[src/rtl/yx_mem_arbiter.sv]
// Shares one single-port memory between instruction fetch and data access.
// Data wins ties until the streak limit, then fetch gets one grant.
module yx_mem_arbiter #(
   parameter int word_size    = 16,
   parameter int addr_size    = 16,
   parameter int max_d_streak = 3
) (
   input  logic                 clk,
   input  logic                 rst,
   input  logic                 if_req,
   input  logic [addr_size-1:0] if_addr,
   output logic [word_size-1:0] if_rdata,
   output logic                 if_ack,
   input  logic                 d_req,
   input  logic                 d_we,
   input  logic [addr_size-1:0] d_addr,
   input  logic [word_size-1:0] d_wdata,
   output logic [word_size-1:0] d_rdata,
   output logic                 d_ack,
   output logic                 mem_req,
   output logic                 mem_we,
   output logic [addr_size-1:0] mem_addr,
   output logic [word_size-1:0] mem_wdata,
   input  logic [word_size-1:0] mem_rdata,
   input  logic                 mem_ack,
   output logic                 busy
);

   typedef enum logic [1:0] {IDLE, GNT_IF, GNT_D, DONE} state_t;

   localparam logic [3:0] streak_max = 4'(max_d_streak);

   state_t               state, nxt_state;
   logic [3:0]           d_streak, nxt_d_streak;
   logic                 nxt_mem_req, nxt_mem_we, nxt_if_ack, nxt_d_ack, nxt_busy;
   logic [addr_size-1:0] nxt_mem_addr;
   logic [word_size-1:0] nxt_mem_wdata, nxt_if_rdata, nxt_d_rdata;
   logic                 grant_d, grant_if;

   // Data wins unless fetch is waiting and the data streak has hit its limit.
   assign grant_d  = d_req && (!if_req || (d_streak < streak_max));
   assign grant_if = if_req && !grant_d;

   always_comb begin
      // NOTE: every nxt_ signal gets a default before the case so no latch is inferred.
      nxt_state     = state;
      nxt_d_streak  = d_streak;
      nxt_mem_req   = mem_req;
      nxt_mem_we    = mem_we;
      nxt_mem_addr  = mem_addr;
      nxt_mem_wdata = mem_wdata;
      nxt_if_rdata  = if_rdata;
      nxt_d_rdata   = d_rdata;
      nxt_if_ack    = 1'b0;
      nxt_d_ack     = 1'b0;

      case (state)
         IDLE: begin
            if (grant_d) begin
               nxt_state     = GNT_D;
               nxt_mem_req   = 1'b1;
               nxt_mem_we    = d_we;
               nxt_mem_addr  = d_addr;
               nxt_mem_wdata = d_wdata;
               if (!if_req)
                  nxt_d_streak = '0;
               else if (d_streak != streak_max)
                  nxt_d_streak = d_streak + 4'd1;
            end else if (grant_if) begin
               nxt_state    = GNT_IF;
               nxt_mem_req  = 1'b1;
               nxt_mem_we   = 1'b0;
               nxt_mem_addr = if_addr;
               nxt_d_streak = '0;
            end
         end
         GNT_IF: begin
            if (mem_ack) begin
               nxt_state    = DONE;
               nxt_mem_req  = 1'b0;
               nxt_mem_we   = 1'b0;
               nxt_if_rdata = mem_rdata;
               nxt_if_ack   = 1'b1;
            end
         end
         GNT_D: begin
            if (mem_ack) begin
               nxt_state   = DONE;
               nxt_mem_req = 1'b0;
               nxt_mem_we  = 1'b0;
               nxt_d_rdata = mem_rdata;
               nxt_d_ack   = 1'b1;
            end
         end
         DONE:    nxt_state = IDLE;
         default: nxt_state = IDLE;
      endcase

      nxt_busy = (nxt_state != IDLE);
   end

   always_ff @(posedge clk or negedge rst) begin
      if (!rst) begin
         state     <= IDLE;
         d_streak  <= '0;
         mem_req   <= 1'b0;
         mem_we    <= 1'b0;
         mem_addr  <= '0;
         mem_wdata <= '0;
         if_rdata  <= '0;
         d_rdata   <= '0;
         if_ack    <= 1'b0;
         d_ack     <= 1'b0;
         busy      <= 1'b0;
      end else begin
         // NOTE: registered state uses non-blocking assignments only, so every flop sees pre-edge values.
         state     <= nxt_state;
         d_streak  <= nxt_d_streak;
         mem_req   <= nxt_mem_req;
         mem_we    <= nxt_mem_we;
         mem_addr  <= nxt_mem_addr;
         mem_wdata <= nxt_mem_wdata;
         if_rdata  <= nxt_if_rdata;
         d_rdata   <= nxt_d_rdata;
         if_ack    <= nxt_if_ack;
         d_ack     <= nxt_d_ack;
         busy      <= nxt_busy;
      end
   end

endmodule

[config.mk]
export PLATFORM = sky130hd
export DESIGN_NAME = yx_mem_arbiter
export DESIGN_NICKNAME = d
export VERILOG_FILES = /design/src/rtl/yx_mem_arbiter.sv
export SDC_FILE = /design/constraint.sdc
export NUM_CORES = 1
export LEC_CHECK = 0
export CORE_MARGIN = 2
export CORE_UTILIZATION = 25
export CTS_CLUSTER_DIAMETER = 30
export CTS_CLUSTER_SIZE = 24
export DETAILED_ROUTE_END_ITERATION = 7
export PLACE_DENSITY = 0.5
export SETUP_SLACK_MARGIN = 0.02
export SYNTH_ARGS = -nofsm -noshare
export SYNTH_HDL_FRONTEND = slang
export SYNTH_SLANG_ARGS = --single-unit
[constraint.sdc]
create_clock -name clk -period 4.7 [get_ports clk]
set_input_delay 0.94 -clock clk [delete_from_list [all_inputs] [get_ports clk]]
set_output_delay 0.94 -clock clk [all_outputs]
set_load 0.02 [all_outputs]
# Word-level counts from Yosys, hierarchy flattened
# Cells that the tools add are included.
dict set report classes {
  n_addsub 1
  n_lt_le_gt_ge 1
  n_eq_ne 7
  n_mux 20
  reduce_logical 16
}
# operator count
set op_table {}
lappend op_table {{$mux W16} 2}
lappend op_table {{$mux W4} 4}
lappend op_table {{$mux W1} 8}
lappend op_table {{$reduce_and A2 Y1} 4}
lappend op_table {{$mux W2} 3}
lappend op_table {{$pmux W2 S3} 1}
lappend op_table {{$reduce_and A3 Y1} 2}
lappend op_table {{$reduce_bool A2 Y1} 3}
lappend op_table {{$add A4 B1 Y4 const B} 1}
lappend op_table {{$eq A2 B2 Y1 const B} 2}
lappend op_table {{$lt A4 B2 Y1 const B} 1}
lappend op_table {{$ne A4 B2 Y1 const B} 1}
lappend op_table {{$pmux W1 S2} 2}
lappend op_table {{$ne A3 B2 Y1 const B} 1}
lappend op_table {{$ne A3 B3 Y1 const B} 1}
lappend op_table {{$eq A2 B1 Y1 const B} 1}
lappend op_table {{$logic_and A1 B1 Y1} 2}
lappend op_table {{$logic_not A1 Y1} 2}
lappend op_table {{$logic_not A2 Y1} 1}
lappend op_table {{$ne A2 B1 Y1 const B} 1}
lappend op_table {{$reduce_or A2 Y1} 1}
lappend op_table {{$logic_or A1 B1 Y1} 1}
dict set report word_totals {
  regBits 75
  input_bits 70
  word_cells 56
}

# Longest topological paths before layout
dict set report logic_depth {
  ltp_word 9
  depth_mapped 7
}

# Least setup slack after synthesis
# OpenSTA, ideal clock, no wires.
dict set report synth_path {
  path_kind {input-to-reg}
  startpoint {input if_req}
  endpoint {register mem_wdata[0]}
  arrival_ps 1976
  path_slack_ps 2596
  path_stages 6
  n_path_buf 3
  path_cell_list {buf_2 o31ai_4 and3_1 buf_6 buf_8 mux2_1}
}
dict set report synth_between {
  elab_chain_cells 4
}
# element line_no
set synth_lines {}
lappend synth_lines {{start, declared} 10} ;# input logic if_req,
lappend synth_lines {{$logic_not A1 Y1} --}
lappend synth_lines {{$logic_or A1 B1 Y1} 41} ;# assign grant_d = d_req && (!if_req || (d_streak < streak_max));
lappend synth_lines {{$logic_and A1 B1 Y1} 41}
lappend synth_lines {{$reduce_and A2 Y1 (no source line)} --}
lappend synth_lines {{end signal, assigned} 122} ;# mem_wdata <= nxt_mem_wdata;
lappend synth_lines {{end, declared} 23} ;# output logic [word_size-1:0] mem_wdata,
# Every way passes these cells.
# A chain may end at the register's enable or synchronous reset.

# Final worst setup path
dict set report layout_path {
  startpoint {input if_req}
  endpoint {register mem_wdata[4]}
}
# Same word-level chain as after synthesis.

==> metrics.txt <==
FF-to-FF setup slack=just over 2 ns; Max VDD drop=around 0.27 mV; GRT Total Usage=0.126; critical path data required time=approximately 5 ns; WHS Path Cells=1; HP Class=flop to flop; CTS clock-pin slew for the worst setup and hold paths=about 0.050 ns; PwrDens=693 mW/mm^2; cell taking the most area after synthesis=dfrtp_1; setup ws final=~1.9 ns; nets@finish=~460; Bufs and invs on worst path=1; MaxCap Viol Count=0; switching power=0.00124 W; met2 Use GR=0.208; Fillers=approximately 1,200; clock tree from TritonCTS=built; CP peak stage delay=0.79 ns; slowest cell on the critical path=and3_1; Setup TNS=0 ns; synth top area cells=dfrtp_1 59%, mux2_2 14%, nand2_1 4.3%, o211ai_1 3.8%, nand4_1 3.2%; Synth top area share=0.595; Top Family by Delay on Critical Path=simple AND/OR/NAND/NOR gates; sequential fraction of the synthesis area=0.595; top cells by count, synth=75 x dfrtp_1, 40 x mux2_2, 36 x nand2_1, 16 x nand4_1, 16 x o211ai_1; 1st-iter DRT viols=74; via-per-instance ratio=roughly 4.3; CTS sink count=75; fin crit period=between 2 and 3 ns; Post-Synthesis Cells=approximately 250; Layout Skew=between 0.005 and 0.006 ns; M3 GR Usage=0.0410; EDFF count, synth=0; # Post-CTS Setup Buffers=0; CTS Hold Bufs=0; Post-Place Worst Slack=1.50 ns; port buffer count=between 100 and 150; Design Area, Final=0.00494 sq mm; P_int=0.00219 W; Root Buffer=clkbuf_16; critical path type=input port to flop; I/O pins=roughly 140; worst-path cell chain=clkdlybuf4s50_1 -> o31ai_4 -> and3_1 -> mux2_2; grt ovf=0; CTS buffer count=9; Critical Path Fanout Max=19; average wire per cell in the routed design=between 15 and 20 um; Max Buffers Root-to-Sink=2; Detail Route Antenna Nets=0; TritonRoute pass-1 iters=4; Slew headroom=0.358; ys async rst share=1.00; Hold Slack=approximately 0.49 ns; worst-margin pin slew=approximately 0.96 ns; Clock power frac=0.180; overall routed net length=around 8.4 mm; critical path arrival=slightly above 3 ns; Die H=roughly 120 um; # resized after CTS=0; FMAX=354 MHz; Critical Path Stages=4; Post-DP Area=roughly 0.0047 sq mm; layout cell share with drive strength beyond 1=0.148; GR Util met1=0.145; Crit. End Element=flop; Final period util=0.601; unrepaired setup endpoints after global routing=no; Leakage=a little over 2 nW; Worst-Skew Late Latency=between 0.3 and 0.4 ns; Final Max Slew Viols=0; largest net degree at the start of global routing=76; net count after synthesis=approximately 320; DRC Markers=0; n_diodes=0; Comb pwr share=0.493; first-pass GRT wire length=about 13 mm; initial antenna violation count=0; post-detail-place hpwl=slightly below 6 mm; H-tree depth=3; syn_area_per_cell=between 10 and 15 sq um; Seq pwr share=0.328; Netlist cell types=37; synth-to-layout area growth=56.6%; Reg2Reg Depth=4; Setup-failing EPs final=0; Die W=roughly 120 um; routability congestion estimate=~0.74; status=finished, final reports clean; ys flop type=dfrtp_1; Syn. warnings=0; Starting Density=0.253; Placement Rows=approximately 40; mapped cell area=~0.0032 sq mm; Net Sw Frac=0.361; crit start category=input port; Seq cells post-synth=between 70 and 80; final hold viol count=0; die area=around 0.014 sq mm; GRT Max-Usage Layer=met2; vias in the first global route=~2,500; count leader, synth=dfrtp_1; core region area=0.0125 sq mm; DR vias=around 2,400
cells by family (layout without fill, tap and decap cells):
logic type | after synthesis | after routing | synth area share
DFF | 75 | 75 | 0.595
and+or+nand+nor | 68 | 68 | 0.105
muxes | 49 | 49 | 0.174
AOI/OAI and AO/OA | 27 | 27 | 0.0702
buffers and inverters | 20 | 160 | 0.0321
adders and majority gates | 6 | 6 | 0.0238
through the flow:
step                      utilization  total power (W)  instances
after CTS                       0.397          0.00349        557
final                           0.397          0.00343        557
after floorplan                     -          0.00203        245
after detailed placement        0.376          0.00285        542
after global routing            0.397          0.00366        557
after global placement          0.376          0.00282        542
path summary, 6_finish.rpt:
kind | from | to
setup / recovery | if_req | mem_wdata[4]
hold / removal | mem_wdata[1] | mem_wdata[1]
setup reg to reg | d_streak[0] | mem_wdata[4]
hold reg to reg | mem_wdata[1] | mem_wdata[1]
max in group asynchronous | rst | if_rdata[6]
min in group asynchronous | rst | mem_wdata[11]
power by group through the flow:
stage	Clock, W	Sequential, W	Combinational (W)
floorplan	0	0.00148	0.000544
global placement	0	0.00113	0.00170
detailed placement	0	0.00114	0.00171
CTS	0.000644	0.00113	0.00172
global route	0.000673	0.00116	0.00182
finish	0.000615	0.00112	0.00169
state kept, by name (all words and copies together) (netlist names):
signal,count
busy,1
state,2
d_ack,1
mem_req,1
d_streak,4
mem_addr,16
mem_wdata,16
d_rdata,16
if_rdata,16
if_ack,1
mem_we,1
per-layer routing:
metal	vias up	wire length, um	part of all wire
li1	1148	-	-
met1	1168	3380	0.40
met2	81	4210	0.50
met3	16	589	0.070
met4	0	206	0.025
met5	-	0	0
cells in the final DEF (no fill, tap or decap), drive strengths merged:
master         Yosys  final
a211o              1      1
a221o              1      1
a22o               1      1
a32o               1      1
and2               3      3
and3               1      1
buf                8      3
clkbuf             7     12
clkdlybuf4s50      0    137
clkinv             0      3
dfrtp             75     75
ha                 6      6
inv                5      5
mux2              48     48
mux2i              1      1
nand2             36     36
nand2b             1      1
nand3              2      2
nand3b             1      1
nand4             16     16
nor2               2      2
nor2b              2      2
nor3               1      1
nor3b              1      1
nor4b              1      1
o211ai            16     16
o21a               1      1
o21ai              2      2
o2bb2ai            1      1
o31ai              2      2
o32ai              1      1
or3                1      1
layout make-up:
class | count | area (sq um) | share of cell area
inverter | 5 | 18.8 | 0.00380
tap | 172 | 215 | 0.0435
multi-input combinational | 150 | 1180 | 0.238
clock inverter | 3 | 15.0 | 0.00304
timing repair buffer | 140 | 1390 | 0.282
sequential | 75 | 1880 | 0.380
clock buffer | 12 | 246 | 0.0498
No activity file was read; power rests on OpenSTA's default activity.
==> RTL change 1 (config.mk and constraints unchanged) <==
`word_size`: 16 -> 8.
--- a/src/rtl/yx_mem_arbiter.sv
+++ b/src/rtl/yx_mem_arbiter.sv
@@ -1,7 +1,7 @@
 // Shares one single-port memory between instruction fetch and data access.
 // Data wins ties until the streak limit, then fetch gets one grant.
 module yx_mem_arbiter #(
-   parameter int word_size    = 16,
+   parameter int word_size    = 8,
    parameter int addr_size    = 16,
    parameter int max_d_streak = 3
 ) (
Ports: changed (5 resized); port bits go from 139 to 99. No check against the original RTL was run, so the function may have changed too.
==> RTL change 1 against the original RTL <==
  * Synthesized area fell by 27%
  * Sequential cell count fell by 24
  * Routed wire length fell by 28%
  * Final area fell by 30%
  * Clock skew rose by 0.0018 ns
  * Worst hold slack improved by 0.013 ns
  * Core utilization fell by 0.51 points
  * Power fell by 36%
  * First-iteration DRC count fell by 18%
  * Global-route usage fell by 0.065 points
  * Count of clock-buffer cells in the layout fell by 5
  * Setup slack improved by 0.16 ns
  * Largest cell class unchanged
==> RTL change 1: results (changes against the original RTL) <==
[clock_network]
clk_path_buf_depth=2  ; unchanged
root_buffer=clkbuf_8
htree_levels=2  ; -1
clk_pin_slew_ns=0.09  ; +0.04 ns
clkLatencyLatePin_ns=0.30  ; -0.03 ns
cts_buffers=5  ; -4

[placed_design]
place_congestion=0.7498  ; +1.5%
dp_hpwl_um=4258  ; -26%
io_buffer_count=98  ; -29%

[timing]
worst_pin_slew_ns=0.7881  ; -0.1751 ns
skew_ns=0.006820  ; +0.001767 ns

[synth]
ys_seq_area_frac=0.5553  ; -0.03928
async_flop_share=1.000  ; unchanged
syn_nets=254  ; -21%
synth.distinct_cells=34  ; -8.1%
synth_area_leaders=dfrtp_1 (56%), mux2_2 (7.8%), nand2_1 (5.9%), mux2_4 (5.2%), o211ai_1 (5.2%)

[power_and_ir_drop]
power.leakage_nw=1.439  ; -29%
vdd_drop_max_mv=0.1942  ; -27%

[detailed_routing]
drt_iter0_markers=61  ; -18%
via_per_inst=4.589  ; +5.9%
wl_um=6009  ; -28%

[global_route]
grt_usage=0.1249  ; -0.0006471
grt_max_degree=52  ; -32%
grt_pass1_vias=1913  ; -24%
grt_pass1_wl_um=9873  ; -23%

[layout]
antenna_cells=0  ; unchanged
final_nets=350  ; -23%
fillers=854  ; -31%

[worst_setup_path]
cp.arrival_ns=2.85  ; -0.19 ns
cpPeakStageDelay_ns=0.65  ; -0.14 ns

[status]
status=complete, no violations

==> RTL change 1: changes by cell type in the layout (fill, tap and decap cells not counted) <==
cell             unedited run  this run
and2_0                      1         0
and2_1                      2         3
buf_2                       0         1
clkbuf_16                   9         0
clkbuf_8                    1         5
clkdlybuf4s50_1           137        97
clkinv_2                    3         1
dfrtp_1                    75        51
mux2_1                      8         0
mux2_2                     40        16
mux2_4                      0         8
==> RTL change 1: cell type report <==
cell class | instances | share of cell area
tap | 108 | 0.03919
clock buffer | 7 | 0.02213
timing repair buffer | 101 | 0.2895
sequential | 51 | 0.3701
multi-input combinational | 126 | 0.2721
inverter | 5 | 0.005443
clock inverter | 1 | 0.001451
==> RTL change 1: metrics by stage <==
step | setup slack (ns) | area (um^2) | hold slack, ns | instances
after global placement | 1.798 | 3367 | 0.4815 | 391
after global routing | 1.962 | 3448 | 0.5268 | 399
after floorplan | 2.721 | 2298 | 0.4698 | 194
after detailed placement | 1.711 | 3367 | 0.4826 | 391
after CTS | 2.036 | 3448 | 0.5061 | 399
final | 2.034 | 3448 | 0.4978 | 399
==> RTL change 1: power breakdown <==
group | total [mW] | internal [mW] | switching, mW | leakage (nW)
sequential | 0.756 | 0.646 | 0.110 | 0.621
clock | 0.244 | 0.105 | 0.139 | 0.0422
combinational | 1.20 | 0.611 | 0.589 | 0.776
total | 2.20 | 1.36 | 0.838 | 1.44
==> RTL change 1: final timing paths <==
check / from / endpoint / slack, ns / depth (start not counted)
min reg2reg: mem_we / mem_we / 0.50 / 1
max reg2reg: d_streak[0] / mem_wdata[4] / 2.25 / 4
max in group asynchronous: rst / mem_addr[10] / 3.51 / 2
min: mem_we / mem_we / 0.50 / 1
max: if_req / mem_wdata[4] / 2.03 / 4
min in group asynchronous: rst / d_rdata[2] / 0.75 / 2
==> RTL change 1: worst reg2reg max path: stages, from the launching register on <==
cell,delay [ns]
dfrtp_1,0.41
ha_1,0.27
o31ai_4,0.66
and3_1,0.65
mux2_4,0.36
==> RTL change 1: metal layers <==
| layer | wire [um] | share of wire | global-route usage |
|---|---|---|---|
| met1 | 2865 | 0.48 | 0.1718 |
| met2 | 2719 | 0.45 | 0.1933 |
| met4 | 86 | 0.014 | 0.04531 |
| met3 | 337 | 0.056 | 0.02855 |
| met5 | 0 | 0 | 0 |
==> RTL change 1: kinds of logic after synthesis <==
logic type | synth area share
muxes | 0.1350
DFF | 0.5553
adders and majority gates | 0.03266
AOI/OAI and AO/OA | 0.09636
buffers and inverters | 0.03647
and+or+nand+nor | 0.1443
==> RTL change 2 (same settings) <==
Without the edit above. Encoding of `state_t`: now Gray code (2 bits for 4 states).
--- a/src/rtl/yx_mem_arbiter.sv
+++ b/src/rtl/yx_mem_arbiter.sv
@@ -26,7 +26,7 @@
    output logic                 busy
 );
 
-   typedef enum logic [1:0] {IDLE, GNT_IF, GNT_D, DONE} state_t;
+   typedef enum logic [1:0] {IDLE = 2'b00, GNT_IF = 2'b01, GNT_D = 2'b11, DONE = 2'b10} state_t;
 
    localparam logic [3:0] streak_max = 4'(max_d_streak);
 
Function: same outputs for any inputs over 10 cycles, from zero or initial values and one cycle with rst low; not proved beyond that.
==> RTL change 2 against the original RTL <==
  * Global-route usage up 0.31 points
  * Cell count is 6.6% lower
  * Non-clock buffer count is 1 lower
  * Power rose by 1.6%
  * Synthesized area shrank 3.2%
  * Routed wire length is 3.1% lower
  * Setup slack improved by 0.28 ns
  * Via count fell by 0.12%
  * Die area shrank 3.1%
  * Combinational power down 5%
  * Sequential cell count did not move
  * Final area fell by 1.5%
  * Critical endpoint is now mem_we
  * Largest power group unchanged
==> RTL change 2: results (changes against the original RTL) <==
[worst_setup_path]
cp.arrival_ns=2.71  ; -0.33 ns
crit_fanout=17  ; -2
cpPeakStageDelay_ns=0.82  ; +0.03 ns

[power_and_ir_drop]
power.leakage_nw=2.015  ; -1.2%
vdd_drop_max_mv=0.2881  ; +7.6%

[synth]
synth_compound_area_frac=0.1072  ; +0.03709
synth.mux.area_fraction=0.1854  ; +0.01103
synthAdderAreaFrac=0.004093  ; -0.01969
syn_inst=231  ; -5.7%
ys_seq_area_frac=0.6140  ; +0.01947
synth.distinct_cells=25  ; -32%
synth.top_cell.area_share=0.6140  ; +0.01947
synth_area_leaders=dfrtp_1 (61%), mux2_2 (15%), mux2_4 (3.4%), a31oi_1 (3.3%), o21ai_0 (3.3%)
synth_commonest_cells=dfrtp_1 (75), mux2_2 (41), o21ai_0 (20)
syn_nets=302  ; -5.9%

[layout]
sh_seq_area=0.3852  ; +0.005653
seq_cells=75  ; unchanged
antenna_cells=0  ; unchanged
drive_gt1_frac=0.1903  ; +0.04230
layout.non_clock_inverters=4  ; -1
buf_share=0.2845  ; +0.002657
nMultiInputCombCells=139  ; -7.3%
final_nets=439  ; -3.9%
clockBufferCount=10  ; -2
n_all_buffers=139  ; -0.71%
clk_share=0.06497  ; +0.01209
multi_input_area_um2=1094  ; -7.2%
fillers=1162  ; -5.9%

[global_route]
grt_pass1_wl_um=13050  ; +1.7%
grt_usage=0.1286  ; +0.003107
grt_pass1_vias=2536  ; +1.3%
antenna_found_initial=0  ; unchanged

[placed_design]
place_congestion=0.7048  ; -4.6%
dp_hpwl_um=5656  ; -2.2%
dp_cells=504  ; -7.0%

[status]
status=complete, no violations

[detailed_routing]
drt_iter0_markers=93  ; +26%
routedWlPerCell_um=15.63  ; +3.8%
vias=2410  ; -0.12%
wl_um=8128  ; -3.1%

[timing]
worst_pin_slew_ns=1.075  ; +0.1121 ns
skew_ns=0.006500  ; +0.001447 ns

[clock_network]
clk_path_buf_depth=2  ; unchanged

-- RTL change 2: cell count changes after synthesis, sizes merged, moves of 5 or more --
| cell | delta |
|---|---|
| a31oi | +16 |
| ha | -5 |
| o21ai | +18 |
| nand4 | -15 |
| nand3 | +16 |
| nand2 | -29 |
| o211ai | -16 |
| a21oi | +16 |
-- RTL change 2: worst paths after layout --
check | cells after the start | slack, ns | startpoint | end
max reg2reg | 4 | 2.31 | d_streak[0] | mem_wdata[1]
max | 4 | 2.15 | d_req | mem_we
min | 2 | 0.48 | mem_req | mem_req
max in group asynchronous | 1 | 3.31 | rst | if_rdata[14]
min reg2reg | 2 | 0.48 | mem_req | mem_req
min in group asynchronous | 1 | 0.76 | rst | mem_wdata[6]
-- RTL change 2: critical path, delay by kind of cell --
| family | cells | cell delay, ns |
|---|---|---|
| buffers and inverters | 1 | 0.64 |
| AND/OR/NAND/NOR | 2 | 0.93 |
| AO/OA/AOI/OAI | 1 | 0.20 |
-- RTL change 2: power by group --
group	switching, mW	internal, mW
clock	0.264	0.466
combinational	0.766	0.847
sequential	0.175	0.964
-- RTL change 2: layer usage --
metal,up-vias,global-route usage,share of wire
li1,1110,-,-
met5,-,0,0
met4,0,0.05041,0.021
met2,101,0.2095,0.48
met1,1184,0.1586,0.43
met3,15,0.04129,0.068
-- RTL change 2: through the flow --
stage	total power [mW]	hold WS, ns	instance area [um^2]	setup WS, ns
floorplan	1.989	0.4601	3057	2.618
global placement	2.769	0.4641	4556	1.806
detailed placement	2.784	0.4723	4556	1.783
CTS	3.536	0.4860	4872	2.149
global route	3.689	0.5137	4872	2.006
finish	3.481	0.4808	4872	2.153
